===== src/rtl/alu_pkg.sv =====
// rtl/alu_pkg.sv - opcodes, FSM state codes and flag bit indices for alu_multicycle
package alu_pkg;

    typedef logic [3:0] op_t;

    localparam op_t OP_ADD  = 4'd0;
    localparam op_t OP_SUB  = 4'd1;
    localparam op_t OP_AND  = 4'd2;
    localparam op_t OP_OR   = 4'd3;
    localparam op_t OP_SHR  = 4'd4;
    localparam op_t OP_SHRA = 4'd5;
    localparam op_t OP_SHL  = 4'd6;
    localparam op_t OP_ROR  = 4'd7;
    localparam op_t OP_ROL  = 4'd8;
    localparam op_t OP_NEG  = 4'd9;
    localparam op_t OP_NOT  = 4'd10;
    localparam op_t OP_MUL  = 4'd11;
    localparam op_t OP_DIV  = 4'd12;

    typedef logic [2:0] state_t;

    localparam state_t ST_IDLE = 3'd0;
    localparam state_t ST_MUL  = 3'd1;
    localparam state_t ST_DIV  = 3'd2;
    localparam state_t ST_FIX  = 3'd3;
    localparam state_t ST_DONE = 3'd4;

    localparam int FLAG_N = 3;
    localparam int FLAG_Z = 2;
    localparam int FLAG_C = 1;
    localparam int FLAG_V = 0;

endpackage


===== src/rtl/alu_seq_muldiv.sv =====
// rtl/alu_seq_muldiv.sv - radix-2 Booth multiply and restoring divide iteration datapath
module alu_seq_muldiv
    import alu_pkg::*;
#(
    parameter int WIDTH = 32
) (
    input  logic             clock,
    input  logic             clear,
    input  logic             start_mul,
    input  logic             start_div,
    input  logic             step_mul,
    input  logic             step_div,
    input  logic [WIDTH-1:0] a,
    input  logic [WIDTH-1:0] b,
    output logic             last,
    output logic [WIDTH-1:0] mul_hi,
    output logic [WIDTH-1:0] mul_lo,
    output logic [WIDTH-1:0] quo,
    output logic [WIDTH-1:0] rem
);

    localparam int SHW = $clog2(WIDTH);

    // acc is one bit wider so Booth never overflows with a most-negative multiplicand
    logic [WIDTH:0]   acc;
    logic [WIDTH:0]   mcand;
    logic [WIDTH:0]   booth_sum;
    logic [WIDTH:0]   acc_n;
    logic [WIDTH:0]   shifted;
    logic [WIDTH:0]   diff;
    logic [WIDTH-1:0] q;
    logic [WIDTH-1:0] q_n;
    logic [WIDTH-1:0] a_mag;
    logic [WIDTH-1:0] b_mag;
    logic             q_m1;
    logic             neg_q;
    logic             neg_r;
    logic [SHW-1:0]   cnt;

    always_comb begin
        case ({q[0], q_m1})
            2'b01:   booth_sum = acc + mcand;
            2'b10:   booth_sum = acc - mcand;
            default: booth_sum = acc;
        endcase
        acc_n = {booth_sum[WIDTH], booth_sum[WIDTH:1]};
        q_n   = {booth_sum[0], q[WIDTH-1:1]};
    end

    assign shifted = {acc[WIDTH-1:0], q[WIDTH-1]};
    assign diff    = shifted - mcand;
    assign a_mag   = a[WIDTH-1] ? -a : a;
    assign b_mag   = b[WIDTH-1] ? -b : b;

    // mul outputs are the post-step value so the top can latch on the final step edge
    assign mul_hi = acc_n[WIDTH-1:0];
    assign mul_lo = q_n;
    assign last   = &cnt;
    assign quo    = neg_q ? -q : q;
    assign rem    = neg_r ? -acc[WIDTH-1:0] : acc[WIDTH-1:0];

    always_ff @(posedge clock or posedge clear) begin
        if (clear) begin
            acc   <= '0;
            mcand <= '0;
            q     <= '0;
            q_m1  <= 1'b0;
            neg_q <= 1'b0;
            neg_r <= 1'b0;
            cnt   <= '0;
        end else if (start_mul) begin
            acc   <= '0;
            mcand <= {a[WIDTH-1], a};
            q     <= b;
            q_m1  <= 1'b0;
            cnt   <= '0;
        end else if (start_div) begin
            acc   <= '0;
            mcand <= {1'b0, b_mag};
            q     <= a_mag;
            q_m1  <= 1'b0;
            neg_q <= a[WIDTH-1] ^ b[WIDTH-1];
            neg_r <= a[WIDTH-1];
            cnt   <= '0;
        end else if (step_mul) begin
            acc  <= acc_n;
            q    <= q_n;
            q_m1 <= q[0];
            cnt  <= cnt + 1'b1;
        end else if (step_div) begin
            acc <= diff[WIDTH] ? shifted : diff;
            q   <= {q[WIDTH-2:0], ~diff[WIDTH]};
            cnt <= cnt + 1'b1;
        end
    end

endmodule


===== src/rtl/alu_multicycle.sv =====
// rtl/alu_multicycle.sv - clocked ALU with multi-cycle MUL/DIV; optional ALU_FLAGS_EN adds flags
module alu_multicycle
    import alu_pkg::*;
#(
    parameter int WIDTH = 32
) (
    input  logic             clock,
    input  logic             clear,
    input  logic             start,
    input  logic [3:0]       op,
    input  logic [WIDTH-1:0] a,
    input  logic [WIDTH-1:0] b,
    output logic             busy,
    output logic             done,
    output logic [WIDTH-1:0] zhi,
    output logic [WIDTH-1:0] zlo,
`ifdef ALU_FLAGS_EN
    output logic [3:0]       flags,
`endif
    output logic             div_by_zero
);

    localparam int SHW = $clog2(WIDTH);

    state_t             state;
    logic               accept;
    logic               is_mul;
    logic               is_div;
    logic               div_zero;
    logic               b_big;
    logic               last;
    logic               load_res;
    logic [SHW-1:0]     sh;
    logic [2*WIDTH-1:0] rot_r;
    logic [2*WIDTH-1:0] rot_l;
    logic [WIDTH-1:0]   sc_lo;
    logic [WIDTH-1:0]   res_hi;
    logic [WIDTH-1:0]   res_lo;
    logic [WIDTH-1:0]   mul_hi;
    logic [WIDTH-1:0]   mul_lo;
    logic [WIDTH-1:0]   quo;
    logic [WIDTH-1:0]   rem;

    // DONE accepts a new op so results can stream back-to-back
    assign accept   = start && (state == ST_IDLE || state == ST_DONE);
    assign is_mul   = (op == OP_MUL);
    assign is_div   = (op == OP_DIV);
    assign div_zero = is_div && (b == '0);
    assign b_big    = |b[WIDTH-1:SHW];
    assign sh       = b[SHW-1:0];
    assign rot_r    = {a, a} >> sh;
    assign rot_l    = {a, a} << sh;
    assign busy     = (state == ST_MUL) || (state == ST_DIV) || (state == ST_FIX);
    assign done     = (state == ST_DONE);

    always_comb begin
        sc_lo = '0;
        case (op)
            OP_ADD:  sc_lo = a + b;
            OP_SUB:  sc_lo = a - b;
            OP_AND:  sc_lo = a & b;
            OP_OR:   sc_lo = a | b;
            OP_SHR:  sc_lo = b_big ? '0 : a >> sh;
            OP_SHRA: sc_lo = b_big ? {WIDTH{a[WIDTH-1]}} : $signed(a) >>> sh;
            OP_SHL:  sc_lo = b_big ? '0 : a << sh;
            OP_ROR:  sc_lo = rot_r[WIDTH-1:0];
            OP_ROL:  sc_lo = rot_l[2*WIDTH-1:WIDTH];
            OP_NEG:  sc_lo = -b;
            OP_NOT:  sc_lo = ~b;
            OP_DIV:  sc_lo = '1;
            default: sc_lo = '0;
        endcase
    end

    always_comb begin
        load_res = 1'b0;
        res_hi   = '0;
        res_lo   = sc_lo;
        if (accept && !is_mul && !(is_div && !div_zero)) begin
            load_res = 1'b1;
            res_hi   = div_zero ? a : '0;
        end else if (state == ST_MUL && last) begin
            load_res = 1'b1;
            res_hi   = mul_hi;
            res_lo   = mul_lo;
        end else if (state == ST_FIX) begin
            load_res = 1'b1;
            res_hi   = rem;
            res_lo   = quo;
        end
    end

    alu_seq_muldiv #(.WIDTH(WIDTH)) u_seq (
        .clock     (clock),
        .clear     (clear),
        .start_mul (accept && is_mul),
        .start_div (accept && is_div && !div_zero),
        .step_mul  (state == ST_MUL),
        .step_div  (state == ST_DIV),
        .a         (a),
        .b         (b),
        .last      (last),
        .mul_hi    (mul_hi),
        .mul_lo    (mul_lo),
        .quo       (quo),
        .rem       (rem)
    );

    always_ff @(posedge clock or posedge clear) begin
        if (clear) begin
            state       <= ST_IDLE;
            zhi         <= '0;
            zlo         <= '0;
            div_by_zero <= 1'b0;
        end else begin
            if (load_res) begin
                zhi <= res_hi;
                zlo <= res_lo;
            end
            if (accept) begin
                div_by_zero <= div_zero;
                if (is_mul)
                    state <= ST_MUL;
                else if (is_div && !div_zero)
                    state <= ST_DIV;
                else
                    state <= ST_DONE;
            end else begin
                case (state)
                    ST_MUL:  if (last) state <= ST_DONE;
                    ST_DIV:  if (last) state <= ST_FIX;
                    ST_FIX:  state <= ST_DONE;
                    default: state <= ST_IDLE;
                endcase
            end
        end
    end

`ifdef ALU_FLAGS_EN
    op_t              op_r;
    op_t              res_op;
    logic [3:0]       flags_d;
    logic [WIDTH:0]   add_x;
    logic [WIDTH:0]   sub_x;

    assign add_x  = {1'b0, a} + {1'b0, b};
    assign sub_x  = {1'b0, a} - {1'b0, b};
    assign res_op = accept ? op : op_r;

    always_comb begin
        flags_d         = '0;
        flags_d[FLAG_N] = res_lo[WIDTH-1];
        flags_d[FLAG_Z] = (res_op == OP_MUL) ? ({res_hi, res_lo} == '0) : (res_lo == '0);
        case (res_op)
            OP_ADD: begin
                flags_d[FLAG_C] = add_x[WIDTH];
                flags_d[FLAG_V] = (a[WIDTH-1] == b[WIDTH-1]) && (add_x[WIDTH-1] != a[WIDTH-1]);
            end
            OP_SUB: begin
                flags_d[FLAG_C] = sub_x[WIDTH];
                flags_d[FLAG_V] = (a[WIDTH-1] != b[WIDTH-1]) && (sub_x[WIDTH-1] != a[WIDTH-1]);
            end
            OP_NEG:  flags_d[FLAG_V] = (b == {1'b1, {(WIDTH-1){1'b0}}});
            default: ;
        endcase
    end

    always_ff @(posedge clock or posedge clear) begin
        if (clear) begin
            op_r  <= '0;
            flags <= '0;
        end else begin
            if (accept)
                op_r <= op;
            if (load_res)
                flags <= flags_d;
        end
    end
`endif

endmodule


===== config.mk =====
export PLATFORM = sky130hd
export DESIGN_NAME = alu_multicycle
export DESIGN_NICKNAME = d
export VERILOG_FILES = /design/src/rtl/alu_pkg.sv /design/src/rtl/alu_seq_muldiv.sv /design/src/rtl/alu_multicycle.sv
export SDC_FILE = /design/constraint.sdc
export NUM_CORES = 2
export LEC_CHECK = 0
export BUFFER_PORTS_ARGS = -buffer_cell sky130_fd_sc_hd__buf_2
export CORE_MARGIN = 2
export CORE_UTILIZATION = 30
export CTS_CLUSTER_SIZE = 8
export DETAILED_ROUTE_END_ITERATION = 10
export PLACE_DENSITY = 0.5
export SLEW_MARGIN = 25
export SYNTH_ARGS = -nofsm -noshare
export SYNTH_HDL_FRONTEND = slang
export SYNTH_HIERARCHICAL = 1
export SYNTH_SLANG_ARGS = --single-unit

===== constraint.sdc =====
create_clock -name clock -period 12.8 [get_ports clock]
set_input_delay 0.64 -clock clock [delete_from_list [all_inputs] [get_ports clock]]
set_output_delay 0.64 -clock clock [all_outputs]
set_load 0.03 [all_outputs]

==> flow_metrics.env <==
export IMPL_status="finished, final reports clean"
export IMPL_drt_wirelength_per_cell_um=27.6
export IMPL_synthesis_nets=3704
export IMPL_ys_ff_latch=174
export IMPL_antenna_found_initial=7
export IMPL_timing_final_crit_share_pct=43.1
export IMPL_drv_max_cap_violation_count=0
export IMPL_placedInstanceArea_um2=27400
export IMPL_path_cells="inv_1, ha_1, or3b_2, nor3_2, and4_1, a31oi_1, xnor2_1, ha_1, a21o_1, a211oi_1, a21oi_1, nor2b_1, and3_1, a211oi_1, nor3_1, a211o_1, mux2_2, a222oi_1, a21oi_1"
export IMPL_synth_adder_area_share_pct=8.89
export IMPL_viasPerCell=6.20
export IMPL_path_buf_inv=1
export IMPL_timing_critical_path_required_ns=13.17
export IMPL_seq_area_frac_synth_pct=16.9
export IMPL_leakagePower_uw=0.0115
export IMPL_number_of_synthesis_warnings=6
export IMPL_place_port_buffers=137
export IMPL_timing_critical_path_to_type="flip-flop"
export IMPL_share_of_synthesized_registers_carrying_an_async_set_or_reset_pct=100
export IMPL_synth_distinct_cells=92
export IMPL_start_util_pct=30.3
export IMPL_max_freq_ghz=0.181
export IMPL_ant_nets=0
export IMPL_synth_compound_area_share_pct=31.4
export IMPL_power_density_nw_per_um2=205
export IMPL_cts_resized=0
export IMPL_cts_hold_buffers_added=0
export IMPL_post_synth_and_or_nand_nor_area_fraction_pct=18.8
export IMPL_synthMuxAreaShare_pct=9.38
export IMPL_design_core_area_um2=85100
export IMPL_grt_start_max_net_pins=79
export IMPL_clockBufferDepth=2
export IMPL_slowest_stage_delay_cp_ns=0.48
export IMPL_ios=138
export IMPL_synth_cells=3453
export IMPL_period_minus_ws_final_ns=5.51
export IMPL_final_layout_size_suffix_gt1_share_pct=10.5
export IMPL_design_die_area_um2=88300
export IMPL_vias=28400
export IMPL_combinational_family_with_the_most_area_after_synthesis="compound AO/OA/AOI/OAI gates"
export IMPL_tritoncts_clock_tree="yes"
export IMPL_setup_viol_count_final=0
export IMPL_postCtsSetupRepairBufs=0
export IMPL_critical_path_peak_fanout=8
export IMPL_firstDrtPassIters=7
export IMPL_synth_largest_area_cell="dfrtp_1"
export IMPL_worst_skew_pair_late_latency_ns=0.52
export IMPL_max_slew_margin_pct=23.7
export IMPL_synth_area_top_cells="dfrtp_1 17%, ha_1 8.5%, o21ai_0 6.2%, a21oi_1 5.8%, nand2_1 5.4%"
export IMPL_cts_htree_levels=4
export IMPL_post_synth_cell_area_avg_um2=7.47
export IMPL_fin_util_pct=32.9
export IMPL_grt_first_pass_wirelength_mm=184
export IMPL_fp_dieH_um=297
export IMPL_cp_slowest_cell="or3b_2"
export IMPL_gpl_final_weighted_congestion=1.00
export IMPL_clock_root_buffer="clkbuf_16"
export IMPL_hold_path_class="input port to asynchronous set/reset pin"
export IMPL_nets=3667
export IMPL_count_of_endpoints_failing_hold_in_the_final_timing_report=0
export IMPL_clkSinkCount=174
export IMPL_synth_top_cell_area_share_pct=16.9
export IMPL_numCtsBuffers=17
export IMPL_dp_hpwl_mm=92.2
export IMPL_report_final_slew_viol_count=0
export IMPL_unrepaired_setup_endpoints_after_global_routing="no"
export IMPL_clk_pin_slew_ns=0.09
export IMPL_worstMarginPinSlew_ns=1.14
export IMPL_syn_cell_area_um2=25800
export IMPL_die_width_um=297
export IMPL_timing_critical_path_max_delay_family="compound AO/OA/AOI/OAI gates"
export IMPL_synth_main_ff_cell="dfrtp_1"
export IMPL_drt_first_iter_violations=3557
export IMPL_number_of_core_rows=107
export IMPL_skew_ns=0.0174
export IMPL_grt_pass1_vias=26300
export IMPL_number_of_flops_mapped_to_enable_cells_by_yosys=0
export IMPL_globalRouteOverflowTotal=0
export IMPL_drt_drc_violations_left=0
export IMPL_total_wire_length_after_detailed_routing_mm=126
export IMPL_fin_area_um2=28000
export IMPL_worst_setup_path_type="flip-flop to flip-flop"
export IMPL_finalSetupTns_ns=0
export IMPL_grt_use_total_pct=27.7
export IMPL_worst_ep_arrival_ns=5.88
export IMPL_post_synthesis_xor_xnor_area_fraction_pct=8.53
export IMPL_critPathLaunchType="flip-flop"
export IMPL_power_ir_vdd_worst_mv=0.159
export IMPL_synthToLayoutAreaGrowth_pct=8.67
[layer usage]
metal | up-vias | global-route usage, % | wire length (um)
li1 | 12800 | - | -
met1 | 13900 | 37.9 | 55500
met2 | 1366 | 42.1 | 54900
met3 | 277 | 5.40 | 10500
met4 | 8 | 11.8 | 5600
met5 | - | 0 | 46
[synthesized netlist by cell type, types with 43 or more instances]
| library cell | number |
|---|---|
| ha_1 | 176 |
| xnor2_1 | 151 |
| o31ai_1 | 46 |
| mux2i_1 | 84 |
| inv_1 | 151 |
| nand3_1 | 52 |
| o21ai_0 | 318 |
| xor2_1 | 100 |
| a21oi_1 | 299 |
| nand2_1 | 370 |
| a21o_1 | 65 |
| nor2_1 | 307 |
| dfrtp_1 | 174 |
| nor2b_1 | 43 |
| a222oi_1 | 57 |
| mux4_2 | 61 |
| clkbuf_1 | 190 |
| nor3_1 | 43 |
| o211ai_1 | 43 |
| a211oi_1 | 95 |
[per-stage QoR]
| step | power, uW | std cells | hold slack, ns | setup WS, ns |
|---|---|---|---|---|
| global route | 6200 | 4572 | 0.138 | 6.78 |
| floorplan | 3970 | 3453 | 0.486 | 7.85 |
| finish | 5750 | 4574 | 0.119 | 7.29 |
| detailed placement | 5080 | 4541 | 0.466 | 6.99 |
| CTS | 5710 | 4572 | 0.107 | 6.96 |
| global placement | 5100 | 4541 | 0.460 | 7.03 |
[sequential cells by signal (all words and copies together), names as in the netlist]
signal,flops
u_seq/q_m1,1
u_seq/acc,33
state,3
u_seq/q,32
u_seq/neg_r,1
u_seq/cnt,5
div_by_zero,1
zlo,32
u_seq/mcand,33
zhi,32
u_seq/neg_q,1
[area by class of cell]
| class | instances | area (um^2) |
|---|---|---|
| fill | 9325 | 57100 |
| multi-input combinational | 2875 | 19900 |
| sequential | 174 | 4350 |
| tap | 1144 | 1430 |
| timing repair buffer | 194 | 1120 |
| inverter | 154 | 582 |
| clock buffer | 17 | 425 |
| clock inverter | 14 | 175 |
| antenna | 2 | 5.00 |
[power by group]
group | internal, uW | switching, uW
sequential | 726 | 350
clock | 295 | 296
combinational | 1590 | 2500
total | 2610 | 3150
[cells by family (layout without fill, tap and decap cells)]
| family | after synthesis | count (layout) |
|---|---|---|
| compound gates | 1241 | 1241 |
| flops | 174 | 174 |
| fa+ha+maj | 181 | 181 |
| xor+xnor | 251 | 251 |
| simple gates | 1039 | 1039 |
| buf+inv | 404 | 379 |
| other cells | 0 | 2 |
| mux | 163 | 163 |
[cell usage in the layout (no fill, tap or decap), drive strengths merged, types with 36 or more instances in the layout]
| master | count |
|---|---|
| a211oi | 96 |
| a21o | 65 |
| a21oi | 299 |
| a222oi | 57 |
| a31oi | 39 |
| buf | 194 |
| dfrtp | 174 |
| ha | 176 |
| inv | 160 |
| mux2i | 84 |
| mux4 | 61 |
| nand2 | 370 |
| nand2b | 36 |
| nand3 | 52 |
| nor2 | 308 |
| nor2b | 43 |
| nor3 | 43 |
| o211ai | 43 |
| o21ai | 328 |
| o31ai | 47 |
| xnor2 | 151 |
| xor2 | 100 |
[worst paths after layout]
kind	slack, ns	start	cells after the start	endpoint
max	7.29	u_seq/mcand[1]	19	zhi[30]
min	0.12	clear	2	zlo[18]
max reg2reg	7.29	u_seq/mcand[1]	19	zhi[30]
min reg2reg	0.48	div_by_zero	1	div_by_zero
max in group asynchronous	11.06	clear	3	u_seq/acc[1]
min in group clock	0.48	div_by_zero	1	div_by_zero
(Power assumes the default switching activity.)
